--- config.mk ---
export PLATFORM = sky130hd
export DESIGN_NAME = rr_mux_arbiter
export DESIGN_NICKNAME = d
export VERILOG_FILES = /design/src/rtl/rr_mux_arbiter.sv
export SDC_FILE = /design/constraint.sdc
export NUM_CORES = 1
export LEC_CHECK = 0
export BUFFER_PORTS_ARGS = -buffer_cell sky130_fd_sc_hd__buf_2
export CAP_MARGIN = 10
export CORE_UTILIZATION = 40
export CTS_CLUSTER_DIAMETER = 40
export CTS_CLUSTER_SIZE = 10
export DETAILED_ROUTE_END_ITERATION = 8
export PLACE_DENSITY = 0.76
export SYNTH_ARGS = -nofsm -noshare
export SYNTH_HDL_FRONTEND = slang
export SYNTH_SLANG_ARGS = --single-unit
export TNS_END_PERCENT = 1
--- constraint.sdc ---
create_clock -name clk -period 2.9 [get_ports clk]
set_clock_uncertainty 0.1 [all_clocks]
set_input_delay 0.435 -clock clk [delete_from_list [all_inputs] [get_ports clk]]
set_output_delay 0.435 -clock clk [all_outputs]
set_load 0.02 [all_outputs]
--- src/rtl/rr_mux_arbiter.sv ---
// rr_mux_arbiter
//   Round-robin arbiter in front of a shared 4:1 select datapath. Four
//   requesters (a, b, c, d) compete for the mux; the winner's select code
//   is driven on s1/s0, a one-hot grant is raised, and the winner's data
//   word is routed to f.
//
// Ports
//   clk        rising-edge clock
//   rst        synchronous, active-high reset
//   req[3:0]   request lines, bit0=a .. bit3=d
//   a,b,c,d    requester data words (WIDTH bits)
//   gnt[3:0]   one-hot grant (registered)
//   s1,s0      select code of the owner (registered, held while idle)
//   busy       high while a grant is active (registered)
//   f          owner's data when busy, else 0 (combinational)
//
// Optional build macro
//   ARB_HOLD_LIMIT_EN  bounds each ownership to HOLD_MAX cycles; after that
//                      the owner is released exactly as if its req dropped.
module rr_mux_arbiter #(
  parameter int WIDTH    = 1,
  parameter int HOLD_MAX = 8
) (
  input  logic             clk,
  input  logic             rst,
  input  logic [3:0]       req,
  input  logic [WIDTH-1:0] a,
  input  logic [WIDTH-1:0] b,
  input  logic [WIDTH-1:0] c,
  input  logic [WIDTH-1:0] d,
  output logic [3:0]       gnt,
  output logic             s0,
  output logic             s1,
  output logic             busy,
  output logic [WIDTH-1:0] f
);

  typedef enum logic {IDLE = 1'b0, OWN = 1'b1} state_t;

  state_t     state_q, state_d;
  logic [1:0] ptr_q, ptr_d;
  logic [1:0] sel_q, sel_d;
  logic [3:0] gnt_q, gnt_d;
  logic       busy_q, busy_d;

  // Arbitration result for the next edge
  logic [1:0] idx_d;
  logic       new_grant;
  logic       hold_exp;

`ifdef ARB_HOLD_LIMIT_EN
  logic [7:0] hold_q, hold_d;

  assign hold_exp = (hold_q == 8'(HOLD_MAX - 1));

  // Cleared on every new grant (including a lone owner being regranted),
  // counts each OWN cycle otherwise. It never passes HOLD_MAX-1 because
  // reaching it forces a release and therefore a new grant or IDLE.
  always_comb begin
    hold_d = hold_q;
    if (new_grant)
      hold_d = '0;
    else if (state_q == OWN)
      hold_d = hold_q + 8'd1;
  end

  always_ff @(posedge clk) begin
    if (rst) hold_q <= '0;
    else     hold_q <= hold_d;
  end
`else
  assign hold_exp = 1'b0;
  // HOLD_MAX only matters with the hold limit built in.
  logic [7:0] unused_hold_max;
  assign unused_hold_max = 8'(HOLD_MAX);
`endif

  // State register
  always_ff @(posedge clk) begin
    if (rst) begin
      state_q <= IDLE;
      ptr_q   <= '0;
      sel_q   <= '0;
      gnt_q   <= '0;
      busy_q  <= 1'b0;
    end else begin
      state_q <= state_d;
      ptr_q   <= ptr_d;
      sel_q   <= sel_d;
      gnt_q   <= gnt_d;
      busy_q  <= busy_d;
    end
  end

  // Next-state: decide whether to arbitrate this edge and from which pointer.
  // On release the scan starts at owner+1, so a same-cycle re-request by the
  // old owner lands it last in the order.
  always_comb begin
    logic [1:0] scan_ptr;
    logic [1:0] j;
    logic [1:0] pick;
    logic       do_arb;

    state_d   = state_q;
    ptr_d     = ptr_q;
    idx_d     = sel_q;
    scan_ptr  = ptr_q;
    do_arb    = 1'b0;
    new_grant = 1'b0;
    j         = '0;
    pick      = '0;

    case (state_q)
      IDLE: do_arb = 1'b1;
      OWN: begin
        if (!req[sel_q] || hold_exp) begin
          ptr_d    = sel_q + 2'd1;
          scan_ptr = sel_q + 2'd1;
          do_arb   = 1'b1;
        end
      end
      default: state_d = IDLE;
    endcase

    // Walk farthest-to-nearest so the nearest set bit from scan_ptr wins.
    for (int i = 3; i >= 0; i--) begin
      j = scan_ptr + 2'(i);
      if (req[j]) pick = j;
    end

    if (do_arb) begin
      if (|req) begin
        state_d   = OWN;
        idx_d     = pick;
        new_grant = 1'b1;
      end else begin
        state_d   = IDLE;
      end
    end
  end

  // Output decode for the registered outputs. Select lines hold their last
  // value while idle so the shared mux never toggles without an owner.
  always_comb begin
    gnt_d  = '0;
    busy_d = 1'b0;
    sel_d  = sel_q;
    if (state_d == OWN) begin
      gnt_d  = 4'b0001 << idx_d;
      busy_d = 1'b1;
      sel_d  = idx_d;
    end
  end

  assign gnt  = gnt_q;
  assign busy = busy_q;
  assign s1   = sel_q[1];
  assign s0   = sel_q[0];

  // Shared datapath: owner's data passes straight through.
  always_comb begin
    f = '0;
    if (busy_q) begin
      case (sel_q)
        2'd0:    f = a;
        2'd1:    f = b;
        2'd2:    f = c;
        default: f = d;
      endcase
    end
  end

endmodule

==> results of run 1 <==
## synthesized netlist by cell type (2+ instances only)
master                    number  area (um2)
sky130_fd_sc_hd__and3_1        2        12.5
sky130_fd_sc_hd__ha_1          4        50.1
sky130_fd_sc_hd__nor2_1        6        22.5
sky130_fd_sc_hd__mux2i_1       2        20.0
sky130_fd_sc_hd__mux2_4        2        30.0
sky130_fd_sc_hd__dfxtp_1       9         180
sky130_fd_sc_hd__inv_1         4        15.0
sky130_fd_sc_hd__o21ai_0       4        20.0
sky130_fd_sc_hd__nor3b_1       2        15.0
sky130_fd_sc_hd__a32o_1        2        20.0
sky130_fd_sc_hd__and2_1        2        12.5
sky130_fd_sc_hd__nand2_1       6        22.5
## worst max path at each step
stage,to,slack (ns)
after floorplan,gnt[2],0.60
after global placement,gnt[2],0.57
after detailed placement,gnt[2],0.55
after CTS,gnt[2],0.53
after global routing,gnt[2],0.45
final,gnt[2],0.53
## layout make-up
cell class | count | share of cell area, %
clock buffer | 4 | 3.47
inverter | 4 | 1.98
multi-input combinational | 55 | 57.0
sequential | 9 | 23.8
tap | 15 | 2.48
timing repair buffer | 17 | 11.2
## metal layers
layer	routed length, um	share of wire, %	track usage [%]	vias up
met5	0	0	0	-
met4	8	0.63	9.03	0
met3	66	5.2	5.22	2
met2	638	50	25.0	22
met1	565	44	18.3	268
li1	-	-	-	296
## power by group
part	internal [mW]	switching, mW	leakage [nW]
Combinational	0.0598	0.0753	0.233
Sequential	0.136	0.0105	0.0740
Clock	0.0527	0.0393	0.0150
## cell families after synthesis
group | synth area share, %
muxes | 9.78
buffers and inverters | 2.39
and+or+nand+nor | 25.7
DFF | 28.7
AOI/OAI and AO/OA | 25.4
adders and majority gates | 7.98
## registers in the layout, summed over array words and instances (netlist names)
name	count
gnt	4
ptr_q	2
sel_q	2
state_q	1
## worst max-delay path, stage by stage (launching register included)
cell and delay, ns:
sky130_fd_sc_hd__dfxtp_1 0.47, sky130_fd_sc_hd__inv_1 0.13, sky130_fd_sc_hd__ha_1 0.37, sky130_fd_sc_hd__inv_1 0.07, sky130_fd_sc_hd__or3_1 0.38, sky130_fd_sc_hd__a21boi_0 0.26, sky130_fd_sc_hd__o21ai_2 0.12, sky130_fd_sc_hd__a31oi_4 0.22
sky130_fd_sc_hd__nor3b_2 0.18
==> results by group, run 1 <==
STA
  – Unrepaired setup endpoints after global routing: no
  – Number of max-slew violations in the final report: 0
  – Final setup slack of the worst path: 0.532 ns
  – Final hold vios: 0
  – Relative slew slack: 69.2%
  – Summed negative setup slack over all endpoints: 0 ns
  – Shortest clock period the worst path allows after layout: 2.37 ns
  – Tightest Pin Transition: 0.457 ns
  – Share of the clock period used by the worst path: about four fifths
  – Maximum achievable frequency: 422 MHz
  – Final hold slack: 0.295 ns
  – Count of final setup violators: 0

Layout
  – Post-synthesis to final-layout area growth: 20.8%
  – Finished Cell Area: 757 um2
  – Top library cells by usage in the layout, fill and taps aside: sky130_fd_sc_hd__buf_2, sky130_fd_sc_hd__dfxtp_1, sky130_fd_sc_hd__nand2_1, sky130_fd_sc_hd__nor2_1
  – Layout cells sized above 1: 32.6%
  – Most common cell after layout, fill and taps aside: sky130_fd_sc_hd__buf_2
  – Footprint of the flip-flops and latches: 180 um2
  – Filler cell count in the final layout: 124
  – Diode count: 0
  – Multi-input logic area: roughly 430 um2
  – Final layout net count: approximately 100
  – Final Util: between 50 and 60%
  – Non-filler instance count after layout: 104

Route
  – Average wire length per cell after detail routing: 12.3 um
  – Detailed-route DRC error count: 0
  – Vias per std cell: about 5.7
  – Remaining antenna violation count after routing: 0
  – DRT iter0 DRCs: 22
  – Detailed-router iteration count before antenna repair: 4
  – Total wirelength of the detailed-routed design: 1280 um
  – Vias post-DR: roughly 590

Clock tree
  – # resized after CTS: 0
  – Maximum buffer depth of the clock tree: 2
  – Post-CTS Setup Bufs: 0
  – Number of clock buffers inserted by TritonCTS: 3
  – Clock tree from TritonCTS: built
  – Clock latency at the later pin of the worst-skew pair: approximately 0.25 ns
  – Cell at the root of the clock tree: sky130_fd_sc_hd__clkbuf_4
  – H-Tree Depth: 1
  – Clock slew at reported path FFs: 0.06 ns
  – Sink Count: 9
  – # hold bufs at CTS: 0

Logic synthesis
  – Cell area after synthesis: ~630 um2
  – Gate count after technology mapping: 68
  – Synthesized flop and latch total: 9
  – Most used flip-flop cell after synthesis: sky130_fd_sc_hd__dfxtp_1
  – Count of different cell masters after synthesis: 35
  – Mean instance size in the synthesized netlist: 9.22 um2
  – Number of synthesized flops with an enable pin: 0
  – Fraction of the yosys area taken by sequential cells: 28.7%
  – Post-Syn Nets: 82
  – Ys async rst share: 0%
  – Synthesis warning total: 0

Die
  – Std-Cell Core Area: about 0.0014 mm2
  – Overall die width: 41.6 um
  – Row Count: 13
  – Initial core utilization: between 40% and 50%
  – Area of the die: 0.00173 mm2
  – Number of placed I/O pins: 18
  – Vert. Die Dim: 41.6 um

Power
  – Static leakage: 0.322 nW
  – Worst IR Drop VDD: 0.340 mV
  – Power density over the cells: a little under 500 mW/mm2
  – Pwr Total: 0.374 mW

Global route
  – Total routing resource utilization after global routing: between 10% and 20%
  – Wire length of the first global-routing pass: 2100 um
  – Maximum number of pins on one net before global-route repair: 9
  – Via count of the first global-routing pass: about 530
  – Global route overflow: 0
  – Initial antenna violation count: 0

Setup path
  – Required time at the endpoint of the critical path: 2.98 ns
  – Crit path launch type: flip-flop
  – Number of cells on the worst reg-to-reg path: 8
  – Critical Path End Type: flip-flop
  – Data arrival time of the critical path: 2.45 ns
  – Origin of the worst setup path: sel_q[1]
  – Setup CP Type: reg2reg
  – Start of the worst register-to-register path: sel_q[1]
  – Worst setup slack for register-to-register paths: roughly 0.53 ns
  – Crit-path max FO: 7
  – R2R Path End: gnt[2]

Place
  – Routability congestion estimate: 0.845
  – Number of port buffers: 17
  – Pre-CTS setup slack: ~0.55 ns
  – Area of placed instances: 731 um2
  – Cell count after placement: 100
  – Total half-perimeter wirelength after legalization and detailed placement: 1050 um

Worst hold path
  – Critical hold path startpoint: rst
  – Hold endpoint: sel_q[1]
  – Type of the worst min-delay path: in2reg
  – Number of cells traversed by the worst hold path: 2

Flow run
  – Max cap viols: 0

Outcome
  – Result of the run: finished, final reports clean
(Power assumes the default switching activity.)
==> run 2, diff against run 1 <==
--- a/config.mk
+++ b/config.mk
@@ -5,13 +5,14 @@
 export SDC_FILE = /design/constraint.sdc
 export NUM_CORES = 1
 export LEC_CHECK = 0
+export ABC_AREA = 1
 export BUFFER_PORTS_ARGS = -buffer_cell sky130_fd_sc_hd__buf_2
 export CAP_MARGIN = 10
 export CORE_UTILIZATION = 40
 export CTS_CLUSTER_DIAMETER = 40
 export CTS_CLUSTER_SIZE = 10
 export DETAILED_ROUTE_END_ITERATION = 8
-export PLACE_DENSITY = 0.76
+export PLACE_DENSITY = 0.77
 export SYNTH_ARGS = -nofsm -noshare
 export SYNTH_HDL_FRONTEND = slang
 export SYNTH_SLANG_ARGS = --single-unit
==> constraint.sdc (replaced) <==
create_clock -name clk -period 2.04 [get_ports clk]
set_clock_uncertainty 0.1 [all_clocks]
set_input_delay 0.306 -clock clk [delete_from_list [all_inputs] [get_ports clk]]
set_output_delay 0.306 -clock clk [all_outputs]
set_load 0.02 [all_outputs]
==> run 2 against run 1 <==
Sequential share of layout area shrank 5.9 points. Largest cell class unchanged. Critical path depth grew 6. Total power grew to 4.4 times the previous value. Critical endpoint unchanged. Worst hold slack lost 0.14 ns. Largest power group is now combinational logic. Combinational power grew to 8.9 times the previous value. Sequential power grew 100%. Register-to-register slack lost 0.48 ns. Sequential cell count is the same. Non-clock buffer count grew 10. Die area grew 20%. Synthesized cell count grew 78%.
==> results by group, run 2 <==
Logic synthesis
  – Post-Syn Nets: 135 (+65%)
  – Synthesized flop and latch total: 9 (unchanged)
  – Cell area after synthesis: 762 um2 (+22%)
  – Number of synthesized flops with an enable pin: 0 (unchanged)
  – Ys async rst share: 0% (unchanged)
  – Area share of the largest cell type after synthesis: 23.6% (-5.1 points)
  – Gate count after technology mapping: 121 (+78%)
  – Count of different cell masters after synthesis: 20 (-43%)
  – Fraction of the yosys area taken by sequential cells: 23.6% (-5.1 points)
  – Top cells by area in the synthesized netlist: sky130_fd_sc_hd__dfxtp_1, sky130_fd_sc_hd__nand2_1, sky130_fd_sc_hd__nand3_1
  – Area leader, netlist: sky130_fd_sc_hd__dfxtp_1
  – Top cells by instance count after synthesis: sky130_fd_sc_hd__nand2_1, sky130_fd_sc_hd__nand3_1, sky130_fd_sc_hd__nand2_2, sky130_fd_sc_hd__dfxtp_1, sky130_fd_sc_hd__inv_1
  – Most used flip-flop cell after synthesis: sky130_fd_sc_hd__dfxtp_1
  – Cell with the most instances after synthesis: sky130_fd_sc_hd__nand2_1
  – Mean instance size in the synthesized netlist: 6.30 um2 (-32%)
  – Synthesis warning total: 0 (unchanged)

Route
  – Remaining antenna violation count after routing: 0 (unchanged)
  – Vias per std cell: 5.10 (-9.9%)
  – Average wire length per cell after detail routing: 11.1 um (-9.8%)
  – Detailed-router iteration count before antenna repair: 4 (unchanged)
  – Vias post-DR: 897 (+53%)
  – DRT iter0 DRCs: 32 (+45%)
  – Total wirelength of the detailed-routed design: 1950 um (+53%)
  – Detailed-route DRC error count: 0 (unchanged)

STA
  – Maximum achievable frequency: 503 MHz (+19%)
  – Relative slew slack: 63.5% (-5.8 points)
  – Summed negative setup slack over all endpoints: 0 ns (unchanged)
  – Share of the clock period used by the worst path: 97.4% (+16 points)
  – Count of final setup violators: 0 (unchanged)
  – Final hold vios: 0 (unchanged)
  – Unrepaired setup endpoints after global routing: yes
  – Tightest Pin Transition: 0.543 ns (+0.0857 ns)
  – Shortest clock period the worst path allows after layout: 1.99 ns (-0.380 ns)
  – Number of max-slew violations in the final report: 0 (unchanged)

Power
  – Reg power frac: 18.1% (-21 points)
  – Clk pwr share: 8.6% (-16 points)
  – Power density over the cells: 1560 mW/mm2 (+220%)
  – Net switching power of the design: 0.861 mW (+590%)
  – Total internal power: 0.770 mW (+210%)
  – Combinational share of power: 73.3% (+37 points)
  – Static leakage: 0.539 nW (+67%)
  – Worst IR Drop VDD: 0.588 mV (+73%)
  – Switching fraction of total power: 52.8% (+19 points)

Worst hold path
  – Type of the worst min-delay path: in2reg

Die
  – Initial core utilization: 43.2% (-2.1 points)
  – Vert. Die Dim: 45.6 um (+9.8%)
  – Std-Cell Core Area: 0.00176 mm2 (+28%)
  – Overall die width: 45.6 um (+9.8%)
  – Row Count: 15 (+2)
  – Number of placed I/O pins: 18 (unchanged)
  – Area of the die: 0.00208 mm2 (+20%)

Layout
  – Filler cell count in the final layout: 177 (+43%)
  – Most common cell after layout, fill and taps aside: sky130_fd_sc_hd__nand2_1
  – Diode count: 0 (unchanged)
  – Post-synthesis to final-layout area growth: 37.4%
  – Layout cells sized above 1: 43.7% (+11 points)
  – Final layout net count: 166 (+60%)
  – Flip-flop count of the largest register, all copies and words added: 4 (unchanged)
  – Multi-input logic area: 598 um2 (+39%)
  – Final Util: 59.4% (+4.6 points)
  – Top library cells by usage in the layout, fill and taps aside: sky130_fd_sc_hd__nand2_1, sky130_fd_sc_hd__nand2_2, sky130_fd_sc_hd__buf_2, sky130_fd_sc_hd__nand3_1
  – Footprint of the flip-flops and latches: 188 um2 (+4.2%)

Flow run
  – Max cap viols: 0 (unchanged)

Setup path
  – Crit-path max FO: 6 (-1)
  – Crit path launch type: flip-flop
  – Data arrival time of the critical path: 2.09 ns (-0.36 ns)
  – Critical Path End Type: flip-flop
  – Required time at the endpoint of the critical path: 2.14 ns (-0.84 ns)
  – Setup CP Type: reg2reg

Place
  – Number of port buffers: 17 (unchanged)
  – Total half-perimeter wirelength after legalization and detailed placement: 1500 um (+43%)
  – Routability congestion estimate: 0.923 (+9.3%)

Outcome
  – Result of the run: finished, final reports clean

Global route
  – Global route overflow: 0 (unchanged)
  – Wire length of the first global-routing pass: 2880 um (+38%)
  – Maximum number of pins on one net before global-route repair: 12 (+3)
  – Initial antenna violation count: 0 (unchanged)
  – Via count of the first global-routing pass: 744 (+40%)
  – Total routing resource utilization after global routing: 19.4% (+3.7 points)

Clock tree
  – Number of clock buffers inserted by TritonCTS: 3 (unchanged)
  – Clock latency at the later pin of the worst-skew pair: 0.26 ns (about the same)
  – Clock slew at reported path FFs: 0.06 ns (about the same)
  – Sink Count: 9 (unchanged)
  – H-Tree Depth: 1 (unchanged)
  – Maximum buffer depth of the clock tree: 2 (unchanged)
  – Clock tree from TritonCTS: built
  – Cell at the root of the clock tree: sky130_fd_sc_hd__clkbuf_4
-- run 2: changes by cell type after synthesis, moves of 3 or more --
cell	before	now
sky130_fd_sc_hd__nand2_1	6	46
sky130_fd_sc_hd__nand3_1	1	14
sky130_fd_sc_hd__nand2_2	0	11
sky130_fd_sc_hd__a21oi_1	0	7
sky130_fd_sc_hd__inv_1	4	9
sky130_fd_sc_hd__nand2_4	0	3
sky130_fd_sc_hd__nand3_2	0	3
sky130_fd_sc_hd__o21ai_0	4	1
-- run 2: per-layer routing --
metal	track usage (%)	wire (um)
met4	10.9	29
met1	21.8	772
met2	34.6	1010
met3	2.78	142
met5	0	0
-- run 2: path summary, 6_finish.rpt --
check	slack [ns]	start	cells after the start	end
max reg2reg	0.05	sel_q[0]	14	gnt[2]
min	0.15	rst	2	sel_q[1]
min reg2reg	0.59	ptr_q[1]	4	ptr_q[1]
max	0.05	sel_q[0]	14	gnt[2]
-- run 2: through the flow --
step	cells	cell area [um2]	hold WS (ns)	power, mW	worst slack, ns
final	176	1050	0.152	1.63	0.0521
after global placement	170	930	0.429	1.29	0.0737
after detailed placement	170	930	0.429	1.32	0.0135
after floorplan	121	764	0.268	1.07	0.0877
after global routing	176	1050	0.169	1.77	-0.0996
after CTS	174	958	0.157	1.46	0.0198
-- run 2: layout make-up --
cell class | count | area share, %
inverters | 10 | 3.82
repair buffers | 27 | 15.7
clock buffers | 4 | 2.51
flip-flops and latches | 9 | 17.9
well taps | 25 | 2.99
multi-input cells | 101 | 57.1
-- run 2: logic make-up (layout without fill, tap and decap cells) --
logic type                 Yosys count  in the layout  synth area share, %
buffers and inverters               11             41                 6.40
and+or+nand+nor                     85             85                 54.4
adders and majority gates            4              4                 6.57
AOI/OAI and AO/OA                   12             12                 9.03
DFF                                  9              9                 23.6
-- run 2: repair_timing --
action	CTS	global route
hold buffers	0	0
endpoints found under the setup margin	2	6
resized for setup	1	21
pin swaps	0	10
buffers inserted	0	2
-- run 2: critical path: stages (launching register included) --
cell and delay [ns]:
sky130_fd_sc_hd__dfxtp_4 0.39, sky130_fd_sc_hd__inv_4 0.06, sky130_fd_sc_hd__ha_1 0.31, sky130_fd_sc_hd__nand3b_1 0.18
sky130_fd_sc_hd__nand2_2 0.14, sky130_fd_sc_hd__nand2_1 0.08, sky130_fd_sc_hd__nand2_2 0.10, sky130_fd_sc_hd__nand2_2 0.06
sky130_fd_sc_hd__nand3_1 0.08, sky130_fd_sc_hd__nand2_1 0.05, sky130_fd_sc_hd__nand2_1 0.06, sky130_fd_sc_hd__nand2_1 0.05
sky130_fd_sc_hd__nand2_2 0.09, sky130_fd_sc_hd__nand2_2 0.06, sky130_fd_sc_hd__nor2_1 0.10
-- run 2: power groups by stage --
stage | clock network [mW] | logic (mW) | registers (mW)
after floorplan | 0 | 0.731 | 0.342
after global placement | 0 | 1.00 | 0.285
after CTS | 0.136 | 1.04 | 0.282
after global routing | 0.150 | 1.32 | 0.303
final | 0.140 | 1.20 | 0.296
after detailed placement | 0 | 1.03 | 0.288
==> run 3, diff against run 2 <==
--- a/config.mk
+++ b/config.mk
@@ -8,11 +8,12 @@
 export ABC_AREA = 1
 export BUFFER_PORTS_ARGS = -buffer_cell sky130_fd_sc_hd__buf_2
 export CAP_MARGIN = 10
-export CORE_UTILIZATION = 40
+export CORE_UTILIZATION = 45
 export CTS_CLUSTER_DIAMETER = 40
 export CTS_CLUSTER_SIZE = 10
 export DETAILED_ROUTE_END_ITERATION = 8
-export PLACE_DENSITY = 0.77
+export MAX_ROUTING_LAYER = met4
+export PLACE_DENSITY = 0.83
 export SYNTH_ARGS = -nofsm -noshare
 export SYNTH_HDL_FRONTEND = slang
 export SYNTH_SLANG_ARGS = --single-unit
==> run 3 against run 2 <==
Utilization increased by 17 points. Critical endpoint is now gnt[3]. Count of clock-buffer cells in the layout unchanged. Die area decreased by 11%. Critical path depth increased by 1. Global-route usage increased by 3.3 points. Critical path type unchanged. The run now ends with negative setup slack left. Total power increased by 21%. Worst hold slack improved by 0.035 ns. Wire length increased by 27%. Largest power group unchanged. Via count increased by 8.6%. Setup slack got worse by 0.14 ns.
==> results by group, run 3 (synthesized netlist as in run 2, its figures left out) <==
Global route
  – Total routing resource utilization after global routing: 22.8% (+3.3 points)
  – Wire length of the first global-routing pass: 3200 um (+11%)
  – Initial antenna violation count: 0 (unchanged)
  – Maximum number of pins on one net before global-route repair: 13 (+1)
  – Via count of the first global-routing pass: 807 (+8.5%)
  – Global route overflow: 0 (unchanged)

STA
  – Share of the clock period used by the worst path: 104% (+6.8 points)
  – Unrepaired setup endpoints after global routing: yes
  – Summed negative setup slack over all endpoints: -0.299 ns (-0.299 ns)
  – Final hold vios: 0 (unchanged)
  – Shortest clock period the worst path allows after layout: 2.13 ns (+0.138 ns)
  – Number of max-slew violations in the final report: 0 (unchanged)
  – Tightest Pin Transition: 0.539 ns (-0.00456 ns)
  – Maximum achievable frequency: 470 MHz (-6.5%)
  – Relative slew slack: 63.8% (+0.31 points)
  – Count of final setup violators: 5 (+5)
  – Final setup slack of the worst path: -0.0858 ns (-0.138 ns)

Die
  – Row Count: 14 (-1)
  – Vert. Die Dim: 43.2 um (-5.5%)
  – Area of the die: 0.00186 mm2 (-11%)
  – Number of placed I/O pins: 18 (unchanged)
  – Overall die width: 43.2 um (-5.5%)
  – Std-Cell Core Area: 0.00154 mm2 (-13%)
  – Initial core utilization: 49.4% (+6.2 points)

Clock tree
  – # hold bufs at CTS: 0 (unchanged)
  – H-Tree Depth: 1 (unchanged)
  – Number of clock buffers inserted by TritonCTS: 3 (unchanged)
  – Maximum buffer depth of the clock tree: 2 (unchanged)
  – Clock tree from TritonCTS: built
  – Clock latency at the later pin of the worst-skew pair: 0.25 ns (about the same)
  – Sink Count: 9 (unchanged)
  – Cell at the root of the clock tree: sky130_fd_sc_hd__clkbuf_4
  – Clock slew at reported path FFs: 0.06 ns (about the same)

Setup path
  – Crit-path max FO: 6 (unchanged)
  – Max stage delay on crit path: 0.40 ns (about the same)
  – Setup CP Type: reg2reg
  – Data arrival time of the critical path: 2.21 ns (+0.12 ns)
  – Required time at the endpoint of the critical path: 2.13 ns (about the same)
  – Chain of cells forming the critical path: inv_6, nand2_2, nand3_2, nand2_4, nand2_4, nand2_4, buf_6, nand3_1, nand3_2, nand2_2, o21ai_1, nand2_1, nand2_1, nand2_1, a21oi_2
  – WP buf/inv: 2 (+1)
  – Critical Path End Type: flip-flop
  – Slowest CP cell: sky130_fd_sc_hd__dfxtp_4
  – Crit path launch type: flip-flop
  – Family of cells with the greatest summed delay on the critical path: simple AND/OR/NAND/NOR gates

Route
  – Remaining antenna violation count after routing: 0 (unchanged)
  – Detailed-route DRC error count: 0 (unchanged)
  – Total wirelength of the detailed-routed design: 2490 um (+27%)
  – DRT iter0 DRCs: 40 (+25%)
  – Vias post-DR: 974 (+8.6%)
  – Average wire length per cell after detail routing: 14.2 um (+28%)
  – Vias per std cell: 5.57 (+9.2%)
  – Detailed-router iteration count before antenna repair: 5 (+1)

Layout
  – Top library cells by usage in the layout, fill and taps aside: sky130_fd_sc_hd__nand2_2, sky130_fd_sc_hd__nand2_1, sky130_fd_sc_hd__buf_2, sky130_fd_sc_hd__buf_4, sky130_fd_sc_hd__nand3_1
  – Post-synthesis to final-layout area growth: 54.5%
  – Final Util: 76.4% (+17 points)
  – Most common cell after layout, fill and taps aside: sky130_fd_sc_hd__nand2_2
  – Non-filler instance count after layout: 175 (-0.57%)
  – Flip-flop count of the largest register, all copies and words added: 4 (unchanged)
  – Diode count: 0 (unchanged)
  – Final layout net count: 174 (+4.8%)
  – Layout cells sized above 1: 57.9% (+14 points)

Outcome
  – Result of the run: finished with violations
  – Violations in the final reports: negative setup slack

Place
  – Total half-perimeter wirelength after legalization and detailed placement: 1530 um (+2.0%)
  – Routability congestion estimate: 0.903 (-2.2%)
  – Pre-CTS setup slack: -0.0870 ns (-0.101 ns)
  – Number of port buffers: 17 (unchanged)
  – Cell count after placement: 163 (-4.1%)

Power
  – Net switching power of the design: 1.04 mW (+21%)
  – Clk pwr share: 6.7% (-1.9 points)
  – Static leakage: 0.595 nW (+10%)
  – Total internal power: 0.928 mW (+20%)
  – Worst IR Drop VDD: 1.10 mV (+87%)
  – Switching fraction of total power: 52.8% (about the same)
  – Pwr Total: 1.97 mW (+21%)
  – Combinational share of power: 78.5% (+5.2 points)
  – Reg power frac: 14.8% (-3.3 points)
  – Power density over the cells: 1670 mW/mm2 (+7.2%)

Worst hold path
  – Type of the worst min-delay path: in2reg

Flow run
  – Max cap viols: 0 (unchanged)
## run 3: path summary, 6_finish.rpt
check             slack [ns]  cells after the start     start        to
setup / recovery       -0.09                     15  sel_q[0]    gnt[3]
hold / removal          0.19                      2       rst  sel_q[0]
setup reg to reg       -0.09                     15  sel_q[0]    gnt[3]
hold reg to reg         0.64                      3  sel_q[1]  sel_q[1]
## run 3: per-stage QoR
| stage | instance area (um2) | hold slack [ns] |
|---|---|---|
| after detailed placement | 933 | 0.431 |
| final | 1180 | 0.187 |
| after global routing | 1180 | 0.181 |
| after global placement | 933 | 0.428 |
| after CTS | 990 | 0.149 |
| after floorplan | 764 | 0.268 |
## run 3: layout make-up
cell class,count,area (um2)
clock buffers,4,26.3
fillers,106,364
inverters,10,42.5
multi-input cells,101,676
flip-flops and latches,9,185
well taps,16,20.0
repair buffers,35,228
## run 3: worst register-to-register path, cell delays in order, from the launching register on
cell and delay (ns):
sky130_fd_sc_hd__dfxtp_4 0.40, sky130_fd_sc_hd__inv_6 0.06, sky130_fd_sc_hd__nand2_2 0.07, sky130_fd_sc_hd__nand3_2 0.10, sky130_fd_sc_hd__nand2_4 0.14, sky130_fd_sc_hd__nand2_4 0.09, sky130_fd_sc_hd__nand2_4 0.12, sky130_fd_sc_hd__buf_6 0.12
sky130_fd_sc_hd__nand3_1 0.12, sky130_fd_sc_hd__nand3_2 0.11, sky130_fd_sc_hd__nand2_2 0.06, sky130_fd_sc_hd__o21ai_1 0.15, sky130_fd_sc_hd__nand2_1 0.14, sky130_fd_sc_hd__nand2_1 0.08, sky130_fd_sc_hd__nand2_1 0.09, sky130_fd_sc_hd__a21oi_2 0.11
## run 3: per-layer routing
| layer | vias up | wire [um] | track usage (%) |
|---|---|---|---|
| li1 | 469 | - | - |
| met1 | 445 | 995 | 28.6 |
| met2 | 48 | 1230 | 37.9 |
| met3 | 12 | 172 | 1.70 |
| met4 | 0 | 91 | 8.48 |
| met5 | - | 0 | - |
## run 3: power by group through the flow
stage               combinational [mW]  sequential (mW)  clock [mW]
floorplan                        0.731            0.342           0
global placement                  1.05            0.276           0
detailed placement                1.07            0.280           0
CTS                               1.13            0.279       0.141
global route                      1.67            0.297       0.147
finish                            1.54            0.291       0.132
## run 3: timing repair
| item | in CTS | in global routing |
|---|---|---|
| buffers inserted | 2 | 6 |
| hold endpoints to repair | 0 | 0 |
| gates resized for setup | 5 | 40 |
| pin swaps | 1 | 19 |
| endpoints found under the setup margin | 5 | 5 |
